`config.mk`:
```
export PLATFORM = sky130hd
export DESIGN_NAME = bus_access_arbiter
export DESIGN_NICKNAME = d
export VERILOG_FILES = /design/src/rtl/bus_access_arbiter_pkg.sv /design/src/rtl/bus_access_arbiter_rr_picker.sv /design/src/rtl/bus_access_arbiter.sv
export SDC_FILE = /design/constraint.sdc
export NUM_CORES = 1
export LEC_CHECK = 0
export CORE_AREA = 2 2 414 416
export DETAILED_ROUTE_END_ITERATION = 10
export DIE_AREA = 0 0 416 418
export SYNTH_ARGS = -nofsm -noshare
export SYNTH_HDL_FRONTEND = slang
export SYNTH_SLANG_ARGS = --single-unit
```
`constraint.sdc`:
```
create_clock -name clk -period 3.33 [get_ports clk]
set_input_delay 0.999 -clock clk [delete_from_list [all_inputs] [get_ports clk]]
set_output_delay 0.999 -clock clk [all_outputs]
set_load 0.005 [all_outputs]
```
`src/rtl/bus_access_arbiter_pkg.sv`:
```
`default_nettype none
// ============================================================================
// Module      : bus_access_arbiter_pkg
// Description : Shared types and requester indices for the memory-port
//               arbiter and other shared-resource arbiters.
//               Contents:
//                 ArbiterState    - Idle/Busy state encoding
//                 REQ_*           - fixed requester slot assignments
//                 idx_width()     - index width helper for N-way pickers
// Revision    : 1.0 - initial release
// ============================================================================
package bus_access_arbiter_pkg;

    typedef enum logic [0:0] {
        State_Idle = 1'b0,
        State_Busy = 1'b1
    } ArbiterState;

    localparam int REQ_ITLB   = 0;
    localparam int REQ_ICACHE = 1;
    localparam int REQ_DTLB   = 2;
    localparam int REQ_DCACHE = 3;

    // Width of an index into N items; never below one bit so a single-way
    // arbiter still has a legal vector.
    function automatic int idx_width(input int n);
        return (n > 1) ? $clog2(n) : 1;
    endfunction

endpackage
`default_nettype wire

```
`src/rtl/bus_access_arbiter_rr_picker.sv`:
```
`default_nettype none
// ============================================================================
// Module      : round_robin_picker
// Description : Combinational round-robin selector. Scans the eligible
//               requests starting one slot after rr_ptr_i, wrapping modulo N,
//               and reports the first hit.
//               Ports:
//                 req_i     [N]     raw request vector
//                 rr_ptr_i  [IDX_W] index of the most recently served slot
//                 mask_i    [N]     eligibility mask (all ones = unrestricted)
//                 valid_o           at least one eligible request
//                 winner_o  [IDX_W] index of the selected request
// Revision    : 1.0 - initial release
// ============================================================================
module round_robin_picker
    import bus_access_arbiter_pkg::*;
#(
    parameter int N     = 4,
    parameter int IDX_W = idx_width(N)
) (
    input  logic [N-1:0]     req_i,
    input  logic [IDX_W-1:0] rr_ptr_i,
    input  logic [N-1:0]     mask_i,
    output logic             valid_o,
    output logic [IDX_W-1:0] winner_o
);

    logic [N-1:0] elig_w;

    always_comb begin
        int          pos;
        logic [IDX_W-1:0] idx;
        elig_w   = req_i & mask_i;
        valid_o  = 1'b0;
        winner_o = '0;
        // Offset 1 first, so the slot just served is considered last.
        for (int k = 1; k <= N; k++) begin
            pos = int'(rr_ptr_i) + k;
            if (pos >= N) begin
                pos = pos - N;
            end
            idx = IDX_W'(pos);
            if (elig_w[idx] && !valid_o) begin
                valid_o  = 1'b1;
                winner_o = idx;
            end
        end
    end

endmodule
`default_nettype wire

```
`src/rtl/bus_access_arbiter.sv`:
```
`default_nettype none
// ============================================================================
// Module      : bus_access_arbiter
// Description : Shares one memory port between the ITLB walker, ICache
//               replacer, DTLB walker and DCache replacer. One transaction
//               at a time, round-robin priority, with an optional lock that
//               keeps ownership across back-to-back transactions (PTE read
//               followed by A/D-bit write).
//               Ports:
//                 clk, rst (async, active-low)
//                 req/lock/write [N_REQ]     per-requester controls
//                 addr  [N_REQ*ADDR_WIDTH]   packed request addresses
//                 wdata [N_REQ*DATA_WIDTH]   packed write data
//                 done  [N_REQ]              one-hot completion pulse
//                 rdata [DATA_WIDTH]         read data, valid with done
//                 mem_req/mem_write/mem_addr/mem_wdata  memory request side
//                 mem_done/mem_rdata                    memory response side
// Revision    : 1.0 - initial release
// ============================================================================
module bus_access_arbiter
    import bus_access_arbiter_pkg::*;
#(
    parameter int N_REQ      = 4,
    parameter int ADDR_WIDTH = 30,
    parameter int DATA_WIDTH = 128
) (
    input  logic                        clk,
    input  logic                        rst,
    input  logic [N_REQ-1:0]            req,
    input  logic [N_REQ-1:0]            lock,
    input  logic [N_REQ-1:0]            write,
    input  logic [N_REQ*ADDR_WIDTH-1:0] addr,
    input  logic [N_REQ*DATA_WIDTH-1:0] wdata,
    output logic [N_REQ-1:0]            done,
    output logic [DATA_WIDTH-1:0]       rdata,
    output logic                        mem_req,
    output logic                        mem_write,
    output logic [ADDR_WIDTH-1:0]       mem_addr,
    output logic [DATA_WIDTH-1:0]       mem_wdata,
    input  logic                        mem_done,
    input  logic [DATA_WIDTH-1:0]       mem_rdata
);

    localparam int IDX_W = idx_width(N_REQ);

    ArbiterState            state_q,     state_d;
    logic [IDX_W-1:0]       owner_q,     owner_d;
    logic [IDX_W-1:0]       rr_ptr_q,    rr_ptr_d;
    logic                   locked_q,    locked_d;
    logic                   mem_req_q,   mem_req_d;
    logic                   mem_write_q, mem_write_d;
    logic [ADDR_WIDTH-1:0]  mem_addr_q,  mem_addr_d;
    logic [DATA_WIDTH-1:0]  mem_wdata_q, mem_wdata_d;
    logic [DATA_WIDTH-1:0]  rdata_q,     rdata_d;

    logic [ADDR_WIDTH-1:0]  addr_arr  [N_REQ];
    logic [DATA_WIDTH-1:0]  wdata_arr [N_REQ];
    logic [N_REQ-1:0]       owner_oh;
    logic [N_REQ-1:0]       pick_mask;
    logic                   lock_hold;
    logic                   pick_valid;
    logic [IDX_W-1:0]       pick_idx;
    logic                   completing;

    genvar gi;
    generate
        for (gi = 0; gi < N_REQ; gi++) begin : g_unpack
            assign addr_arr[gi]  = addr[gi*ADDR_WIDTH +: ADDR_WIDTH];
            assign wdata_arr[gi] = wdata[gi*DATA_WIDTH +: DATA_WIDTH];
        end
    endgenerate

    always_comb begin
        owner_oh           = '0;
        owner_oh[owner_q]  = 1'b1;
    end

    // The lock only restricts arbitration while its owner keeps requesting;
    // once the owner lets go, everyone competes again in the same cycle.
    assign lock_hold = locked_q && req[owner_q];
    assign pick_mask = lock_hold ? owner_oh : {N_REQ{1'b1}};

    round_robin_picker #(
        .N     (N_REQ),
        .IDX_W (IDX_W)
    ) u_picker (
        .req_i    (req),
        .rr_ptr_i (rr_ptr_q),
        .mask_i   (pick_mask),
        .valid_o  (pick_valid),
        .winner_o (pick_idx)
    );

    // Completion is reported in the same cycle as mem_done; a mem_done seen
    // while Idle has no owner and is dropped.
    assign completing = (state_q == State_Busy) && mem_done;
    assign done       = completing ? owner_oh : '0;
    assign rdata      = completing ? mem_rdata : rdata_q;

    assign mem_req    = mem_req_q;
    assign mem_write  = mem_write_q;
    assign mem_addr   = mem_addr_q;
    assign mem_wdata  = mem_wdata_q;

    always_comb begin
        state_d     = state_q;
        owner_d     = owner_q;
        rr_ptr_d    = rr_ptr_q;
        locked_d    = locked_q;
        mem_req_d   = mem_req_q;
        mem_write_d = mem_write_q;
        mem_addr_d  = mem_addr_q;
        mem_wdata_d = mem_wdata_q;
        rdata_d     = rdata_q;

        case (state_q)
            State_Idle: begin
                locked_d = lock_hold;
                if (pick_valid) begin
                    state_d     = State_Busy;
                    owner_d     = pick_idx;
                    rr_ptr_d    = pick_idx;
                    mem_req_d   = 1'b1;
                    mem_write_d = write[pick_idx];
                    mem_addr_d  = addr_arr[pick_idx];
                    mem_wdata_d = wdata_arr[pick_idx];
                end
            end
            State_Busy: begin
                if (mem_done) begin
                    state_d   = State_Idle;
                    mem_req_d = 1'b0;
                    locked_d  = lock[owner_q];
                    rdata_d   = mem_rdata;
                end
            end
            default: begin
                state_d   = State_Idle;
                mem_req_d = 1'b0;
            end
        endcase
    end

    always_ff @(posedge clk or negedge rst) begin
        if (!rst) begin
            state_q     <= State_Idle;
            owner_q     <= '0;
            rr_ptr_q    <= IDX_W'(N_REQ - 1);
            locked_q    <= 1'b0;
            mem_req_q   <= 1'b0;
            mem_write_q <= 1'b0;
            mem_addr_q  <= '0;
            mem_wdata_q <= '0;
            rdata_q     <= '0;
        end else begin
            state_q     <= state_d;
            owner_q     <= owner_d;
            rr_ptr_q    <= rr_ptr_d;
            locked_q    <= locked_d;
            mem_req_q   <= mem_req_d;
            mem_write_q <= mem_write_d;
            mem_addr_q  <= mem_addr_d;
            mem_wdata_q <= mem_wdata_d;
            rdata_q     <= rdata_d;
        end
    end

endmodule
`default_nettype wire

```
# After elaboration in Yosys (flattened, before gate mapping)
# Index checks and enable logic that the tools add are counted.
[word_totals]
latchBits = 0
romBits = 0
in_bits = 775
regBits = 294
mem_count = 0
mem_bits_rw = 0
elab_cells = 91
output_inout_bits = 292
[classes]
magnitude_cmp = 12
n_eq_ne = 2
div_mod_pow = 0
bitwise = 3
mux = 45
mul = 0
n_shift = 0
add_sub_neg = 8
reduce_logical = 12
[op_table]
columns = ["op", "count"]
rows = [
  ["128-bit 2-to-1 mux", 3],
  ["128-bit binary-select mux with 2-bit select", 1],
  ["30-bit binary-select mux with 2-bit select", 1],
  ["30-bit 2-to-1 mux", 2],
  ["2-bit by 3-bit < comparator with 1-bit output (second input constant)", 6],
  ["1-bit 2-to-1 mux", 17],
  ["2-bit 2-to-1 mux", 8],
  ["1-bit binary-select mux with 2-bit select", 7],
  ["3-bit >= comparator (second input constant)", 4],
  ["4-bit 2-to-1 mux", 2],
  ["2-bit by 1-bit subtractor with 2-bit output (second input constant)", 4],
  ["2-bit by 2-bit adder with 3-bit output (second input constant)", 2],
  ["1-bit logical AND", 6],
  ["1-bit case mux with 2 select lines", 3],
  ["2-bit AND reduction", 3],
  ["2-bit by 3-bit adder with 4-bit output (second input constant)", 1],
  ["4-bit bitwise AND", 1],
  ["4-bit by 3-bit >= comparator with 1-bit output (second input constant)", 1],
  ["2-bit != test (second input constant)", 2],
  ["2-bit by 1-bit adder with 3-bit output (second input constant)", 1],
  ["1-bit logical NOT", 3],
  ["2-bit NOT with 3-bit output", 1],
  ["1-bit demux with 2-bit select", 1],
  ["2-bit by 1-bit >= comparator with 1-bit output (second input constant)", 1],
  ["1-bit NOT", 1],
]

# Logic depth before layout (Yosys ltp)
# Gate-level depths: netlist of the first run.
[depth]
ltp_word = 22
depth_mapped = 11
mapped_depth_nobuf = 6

# By module
# A second synthesis of the first run with hierarchy kept.
[hier_totals]
hier_cells = 1201
hier_area_um2 = 14969.4
[modules_own_cells]
columns = ["module", "instances", "area_per_inst_um2", "cells_each", "seq_area_each_um2"]
rows = [
  ["bus_access_arbiter", 1, 14853.0, 1186, 7359.6],
  ["round_robin_picker", 1, 116.4, 15, 0.0],
]

# Least setup slack after synthesis of the first run
# Ideal clock, no wire load.
[synth_path]
path_type = "input to output"
start = "in mem_done"
end = "out rdata[100]"
path_slack_ns = 0.337
arrival_ns = 1.994
stages = 6
t_required_ns = 2.331
path_buffers = 3
path_cell_list = "and2_1 -> clkbuf_1 -> clkbuf_1 -> clkbuf_1 -> nand2_1 -> nand2_1"
[synth_between]
elab_chain_cells = 2
[synth_lines]
columns = ["element", "line", "rtl"]
rows = [
  ["start, declared", "bus_access_arbiter.sv:40", "input logic mem_done,"],
  ["1-bit logical AND", "bus_access_arbiter.sv:96", "assign completing = (state_q == State_Busy) && mem_done;"],
  ["128-bit 2-to-1 mux", "bus_access_arbiter.sv:98", "assign rdata = completing ? mem_rdata : rdata_q;"],
  ["end, declared", "bus_access_arbiter.sv:35", "output logic [DATA_WIDTH-1:0] rdata,"],
]
# Every way passes these cells.

# Worst setup path after layout of the first run
[layout_path]
start = "in mem_done"
end = "out rdata[70]"
# The elaborated chain is that of the path after synthesis.

==> flow_summary.yaml, run 1 <==
worst_setup_path:
  crit_fanout: 10
  arrival_ns: 2.31
  critPathKind: "input pin to output pin"
  start_kind: "input pin"
  worstSetupEndpointType: "output pin"
  required_ns: 2.33
timing:
  fin_crit_sh_pct: 99.42
  clock_skew_ns: 0.01896
  hold_viol_final: 0
  post-route-min-period_ns: 3.311
  setup_viol_count_final: 0
  grt_setup_unrepaired: "yes"
  max_freq_ghz: 0.3021
  max_slew.worst_pin.slew_ns: 0.6426
  final-max-slew-violation-count: 0
  setup_slack_ns: 0.01934
  relSlewSlack_pct: 57.16
placed_design:
  dp_hpwl_um: 113000
  gp_congestion: 0.9429
  numPortBuffers: 1066
  dp_slack_ns: -0.6973
  place_area_sq_mm: 0.03087
global_routing:
  grt_pass1_vias: 19160
  grt_pass1_wl_um: 173900
  grt_max_degree: 60
  track_usage_pct: 14.80
  grt_overflow: 0
  antenna_found_initial: 93
logic_synthesis:
  netlist_area_sq_mm: 0.01555
  syn_inst: 1691
  async_flop_share_pct: 100.0
  synth_nets: 2466
  ys.warnings.count: 0
  ys_seq_area_share_pct: 47.33
  synthFlopType: "dfrtp_1"
  synth_cell_types: 41
  ys_ff_latch: 294
  synth-edff-count: 0
  avgSynthCellArea_sq_um: 9.195
cells_and_area:
  drive_gt1_share_pct: 13.49
  fin_nets: 3711
  seq_area_sq_mm: 0.007361
  area_growth_pct: 112.0
  final_area_sq_mm: 0.03296
  multi_input_area_sq_mm: 0.007560
  fillers: 18720
clock_tree:
  cts_root_buf: "clkbuf_16"
  numClockSinks: 294
  h-tree-depth: 2
  path_clk_slew_ns: 0.06
  hold_buffers: 0
  cts_buffers: 45
  cts_tree: "built"
  cts_buffer_depth: 3
  clk_latency_ns: 0.63
floorplanning:
  die_w_um: 416
  std_cell_rows: 151
  die-area_sq_mm: 0.1739
  io_pins: 1067
  floorplan.initialDensity_pct: 9.195
  fp.coreArea_sq_mm: 0.1691
  die_y_um: 418
drt:
  via_per_inst: 3.643
  route.antenna.remaining_nets: 0
  wire_per_inst_um: 25.89
  firstDrtPassIters: 5
  drtIter0Drc: 1395
  route.detailed.drc: 0
  finalWirelength_um: 134900
  vias: 18980
pwr:
  irDropWorstVdd_v: 0.0004155
  power_density_mw_per_mm2: 730.9
  total_leakage_power_nw: 14.13
  report.power.total_w: 0.02409
outcome:
  outcome: "finished clean"
job:
  cap_violations: 0
min_path:
  hold_class: "input pin to asynchronous set/reset pin"
[through the flow]
step | instances | setup TNS [ns] | utilization [%] | hold WS [ns]
floorplan | 1691 | 0 | - | 0.4617
global placement | 5079 | -121.84 | 18.26 | 0.4546
detailed placement | 5079 | -126.52 | 18.26 | 0.4568
CTS | 5184 | 0 | 19.35 | 0.2824
global route | 5196 | -0.4210 | 19.47 | 0.2969
finish | 5211 | 0 | 19.49 | 0.2873
[state kept, by name, summed over array words and instances, names as in the netlist]
register / cells
locked_q: 1
mem_addr: 30
mem_req: 1
mem_wdata: 128
mem_write: 1
owner_q: 2
rdata_q: 128
rr_ptr_q: 2
state_q: 1
[timing repair]
action                                  in CTS  in global routing
endpoints found under the setup margin     133                 64
setup buffers                               16                  5
pin swaps                                    1                  0
gates cloned                                 5                  2
resized for setup                          107                 32
endpoints found under the hold margin        0                  0
[cell usage after synthesis, drive strengths merged, types with 2 or more instances]
library cell	number	area share [%]
nor2	168	4.1
dfrtp	292	47
dfstp	2	0.34
mux2i	162	10
buf	53	2.5
clkbuf	102	2.5
a211oi	318	15
nor3b	2	0.097
inv	2	0.048
a21oi	5	0.16
and2	3	0.14
and3	161	6.5
o21ai	4	0.13
nor2b	3	0.12
nand2	395	9.6
nand2b	2	0.080
[area by class of cell]
class / count / area share, %
repair buffers: 1352 / 41.40
multi-input cells: 1241 / 22.94
flip-flops and latches: 294 / 22.33
well taps: 2218 / 8.419
clock buffers: 62 / 3.792
clock inverters: 22 / 0.9490
diodes: 20 / 0.1518
inverters: 2 / 0.02278
[worst max-delay path, stage by stage]
cell and delay (ns):
buf_6 0.12, and2_4 0.20, buf_4 0.17, clkbuf_16 0.17
nand2_1 0.05, nand2_1 0.08, clkdlybuf4s50_1 0.52
[final timing paths]
check	from	cells after the start	to	slack [ns]
worst max-delay path	mem_done	7	rdata[70]	0.02
worst min-delay path	rst	1	mem_addr[15]$_DFFE_PN0P_	0.29
worst max register to register	owner_q[1]$_DFFE_PN0P_	10	mem_wdata[108]$_DFFE_PN0P_	0.47
worst min register to register	rdata_q[68]$_DFFE_PN0P_	2	rdata_q[68]$_DFFE_PN0P_	0.47
max in group asynchronous	rst	2	rr_ptr_q[1]$_DFFE_PN1P_	2.14
min in group clk	rdata_q[68]$_DFFE_PN0P_	2	rdata_q[68]$_DFFE_PN0P_	0.47
[routing by layer]
layer	vias to the layer above	global-route usage, %	part of all wire [%]
li1	8554	-	-
met1	9131	18.84	41
met2	1014	22.82	44
met3	238	5.780	11
met4	46	4.635	3.3
met5	-	0	0.21
[cells by family (layout without fill, tap and decap cells)]
group	Yosys count	count (layout)	synth area share (%)
other	0	20	0
and+or+nand+nor	741	742	20.85
AOI/OAI and AO/OA	335	335	16.12
DFF	294	294	47.33
buffers and inverters	157	1438	5.054
muxes	164	164	10.65
[where the power goes]
part           total [W]  switching [W]  internal (W)
Sequential       0.00571       0.000854       0.00486
Combinational     0.0132        0.00666       0.00653
Clock            0.00519        0.00214       0.00305
Total             0.0241        0.00965        0.0144
[layout by cell type, fill, tap and decap left out, types with 3 or more instances in the layout]
master,n
a211oi_1,307
a211oi_2,11
a21oi_1,5
and2_4,3
and3_1,161
buf_12,54
buf_16,7
buf_4,221
buf_6,5
buf_8,3
bufinv_16,5
clkbuf_1,11
clkbuf_16,47
clkbuf_8,6
clkdlybuf4s50_1,964
clkinv_2,6
clkinvlp_4,3
dfrtp_1,291
diode_2,20
dlygate4sd2_1,77
dlymetal6s2s_1,19
inv_6,4
mux2i_1,161
nand2_1,387
nand2_2,6
nor2_1,166
nor2b_1,3
o21ai_0,4
Power figures use the tool's default switching activity.
==> run 2: changes to the inputs <==
- CORE_AREA: 2 2 414 416 -> 2 2 412 414
- DIE_AREA: 0 0 416 418 -> 0 0 414 416
- GPL_TIMING_DRIVEN: unset -> 0
- SYNTH_HIERARCHICAL: unset -> 1
- TNS_END_PERCENT: unset -> 50
==> flow_summary.yaml, run 2 <==
worst_setup_path:
  cp_num_cells: 10
  crit_fanout: 5
  required_ns: 2.33
  start_kind: "input pin"
  arrival_ns: 2.42
  worstPathCellList: "buf_8 -> nand2_4 -> buf_12 -> buf_16 -> buf_4 -> buf_16 -> buf_12 -> buf_12 -> mux2_4 -> buf_6"
  max_stage_delay_ns: 0.31
  r2r_cells: 13
  critPathKind: "input pin to output pin"
  worstSetupEndpointType: "output pin"
  cp_top_family: "buffers and inverters"
  cpMostUsedCell: "buf_12"
  cp_slowest_cell: "mux2_4"
  reg2reg_slack_ns: 0.08
  crit_buf_inv: 8
cells_and_area:
  final_area_sq_mm: 0.03142
  final_util_pct: 18.68
  drive_gt1_share_pct: 22.74
  final_cells: 4655
  final_common_cell: "clkdlybuf4s50_1"
  area_growth_pct: 109.9
  fillers: 18410
  final_cell_mix: "953 x clkdlybuf4s50_1, 492 x nand2_1, 290 x dfrtp_1"
  fin_nets: 3150
floorplanning:
  floorplan.initialDensity_pct: 8.902
  std_cell_rows: 151
  die-area_sq_mm: 0.1722
  io_pins: 1067
  die_w_um: 414
  fp.coreArea_sq_mm: 0.1681
  die_y_um: 416
outcome:
  outcome: "complete, but fails checks"
  violations: "negative setup slack"
drt:
  drtIter0Drc: 1201
  firstDrtPassIters: 5
  via_per_inst: 3.450
  route.detailed.drc: 0
  finalWirelength_um: 135600
  wire_per_inst_um: 29.14
  vias: 16060
  route.antenna.remaining_nets: 0
placed_design:
  place_inst: 4488
  dp_hpwl_um: 115000
  numPortBuffers: 1066
  gp_congestion: 1.029
  place_area_sq_mm: 0.02850
logic_synthesis:
  synthFlopType: "dfrtp_1"
  ys.warnings.count: 6
  ys_seq_area_share_pct: 49.16
  ys_ff_latch: 294
  yosys-top-cells-count: "496 x nand2_1, 292 x dfrtp_1, 159 x mux4_2, 128 x mux2_2, 41 x buf_2"
  synth_most_common_cell: "nand2_1"
  synth_cell_types: 30
  synth_area_leader_cell: "dfrtp_1"
  avgSynthCellArea_sq_um: 12.46
  synth_top_area_share_pct: 48.81
  synth-edff-count: 0
  syn_inst: 1201
  netlist_area_sq_mm: 0.01497
  synth_nets: 1976
  synth_area_leaders: "dfrtp_1 49%, mux4_2 24%, nand2_1 12%"
  async_flop_share_pct: 100.0
job:
  cap_violations: 0
global_routing:
  grt_pass1_vias: 16580
  grt_pass1_wl_um: 170700
  antenna_found_initial: 141
  track_usage_pct: 15.16
  grt_max_degree: 98
  grt_overflow: 0
timing:
  clock_skew_ns: 0.03606
  hold_viol_final: 0
  grt_setup_unrepaired: "yes"
  finalHoldWorstSlack_ns: 0.2644
  setup_slack_ns: -0.08997
  relSlewSlack_pct: 45.78
  max_slew.worst_pin.slew_ns: 0.8133
  post-route-min-period_ns: 3.420
  final-max-slew-violation-count: 0
  setup_viol_count_final: 28
  max_freq_ghz: 0.2924
  fin_crit_sh_pct: 102.7
clock_tree:
  clk_latency_ns: 0.63
  path_clk_slew_ns: 0.06
  cts_tree: "built"
  cts_buffers: 42
  h-tree-depth: 2
  cts_buffer_depth: 3
  cts_root_buf: "clkbuf_16"
  numClockSinks: 294
pwr:
  power_density_mw_per_mm2: 922.1
  report.power.total_w: 0.02897
  irDropWorstVdd_v: 0.0004463
  total_leakage_power_nw: 12.90
min_path:
  hold_class: "input pin to asynchronous set/reset pin"
## run 2: cell type report
type | count | area [sq um] | area share, %
clock buffer | 53 | 1142 | 3.636
sequential | 294 | 7362 | 23.43
clock inverter | 21 | 310.3 | 0.9877
timing repair buffer | 1132 | 11530 | 36.69
inverter | 2 | 7.507 | 0.02389
multi-input combinational | 817 | 7328 | 23.33
tap | 2218 | 2775 | 8.833
buffer | 86 | 885.9 | 2.820
antenna | 32 | 80.08 | 0.2549
## run 2: stage by stage
stage	setup WS [ns]	TNS, ns
after floorplan	0.1008	0
after global placement	-13.84	-4531.08
after detailed placement	-2.974	-504.07
after CTS	-0.1686	-7.648
after global routing	-0.1235	-2.559
final	-0.08997	-1.355
## run 2: worst paths after layout
kind	start	end
hold / removal	rst	rdata_q[112]$_DFFE_PN0P_
setup reg to reg	owner_q[0]$_DFFE_PN0P_	mem_addr[0]$_DFFE_PN0P_
min in group clk	mem_wdata[0]$_DFFE_PN0P_	mem_wdata[0]$_DFFE_PN0P_
setup / recovery	mem_done	rdata[121]
max in group asynchronous	rst	mem_addr[11]$_DFFE_PN0P_
hold reg to reg	mem_wdata[0]$_DFFE_PN0P_	mem_wdata[0]$_DFFE_PN0P_
## run 2: worst register-to-register path: stages, from the launching register on
cell       delay, ns
dfrtp_1         0.37
buf_6           0.15
mux2i_2         0.16
o22ai_2         0.22
nand2_1         0.12
a22o_1          0.25
a22o_1          0.20
a221oi_2        0.24
buf_6           0.24
clkbuf_16       0.25
buf_16          0.19
mux4_2          0.50
nand2_1         0.16
nand2_1         0.05
## run 2: power by group
part | internal [W] | leakage (nW) | switching [W]
registers | 0.00543 | 3.52 | 0.000888
clock network | 0.00292 | 0.716 | 0.00202
logic | 0.00916 | 8.66 | 0.00855
## run 2: cells by family (layout without fill, tap and decap cells)
group | Yosys count | count (layout) | share of synthesized area [%]
compound gates | 13 | 13 | 0.6938
mux | 291 | 291 | 33.82
buf+inv | 90 | 1294 | 3.201
simple gates | 513 | 513 | 13.12
other cells | 0 | 32 | 0
flops | 294 | 294 | 49.16
## run 2: metal layers
layer	vias up	GRT usage, %	routed length, um
met5	-	0	575
met3	315	7.586	16250
li1	6639	-	-
met2	957	25.96	66180
met4	94	4.675	5040
met1	8055	16.25	47600
## run 2: what timing repair did
action / 4_1_cts / 5_1_grt
pin swaps: 6 / 5
gates resized for setup: 375 / 91
endpoints found under the setup margin: 297 / 168
hold buffers: 0 / 0
buffers inserted: 36 / 21
cloned: 6 / 2
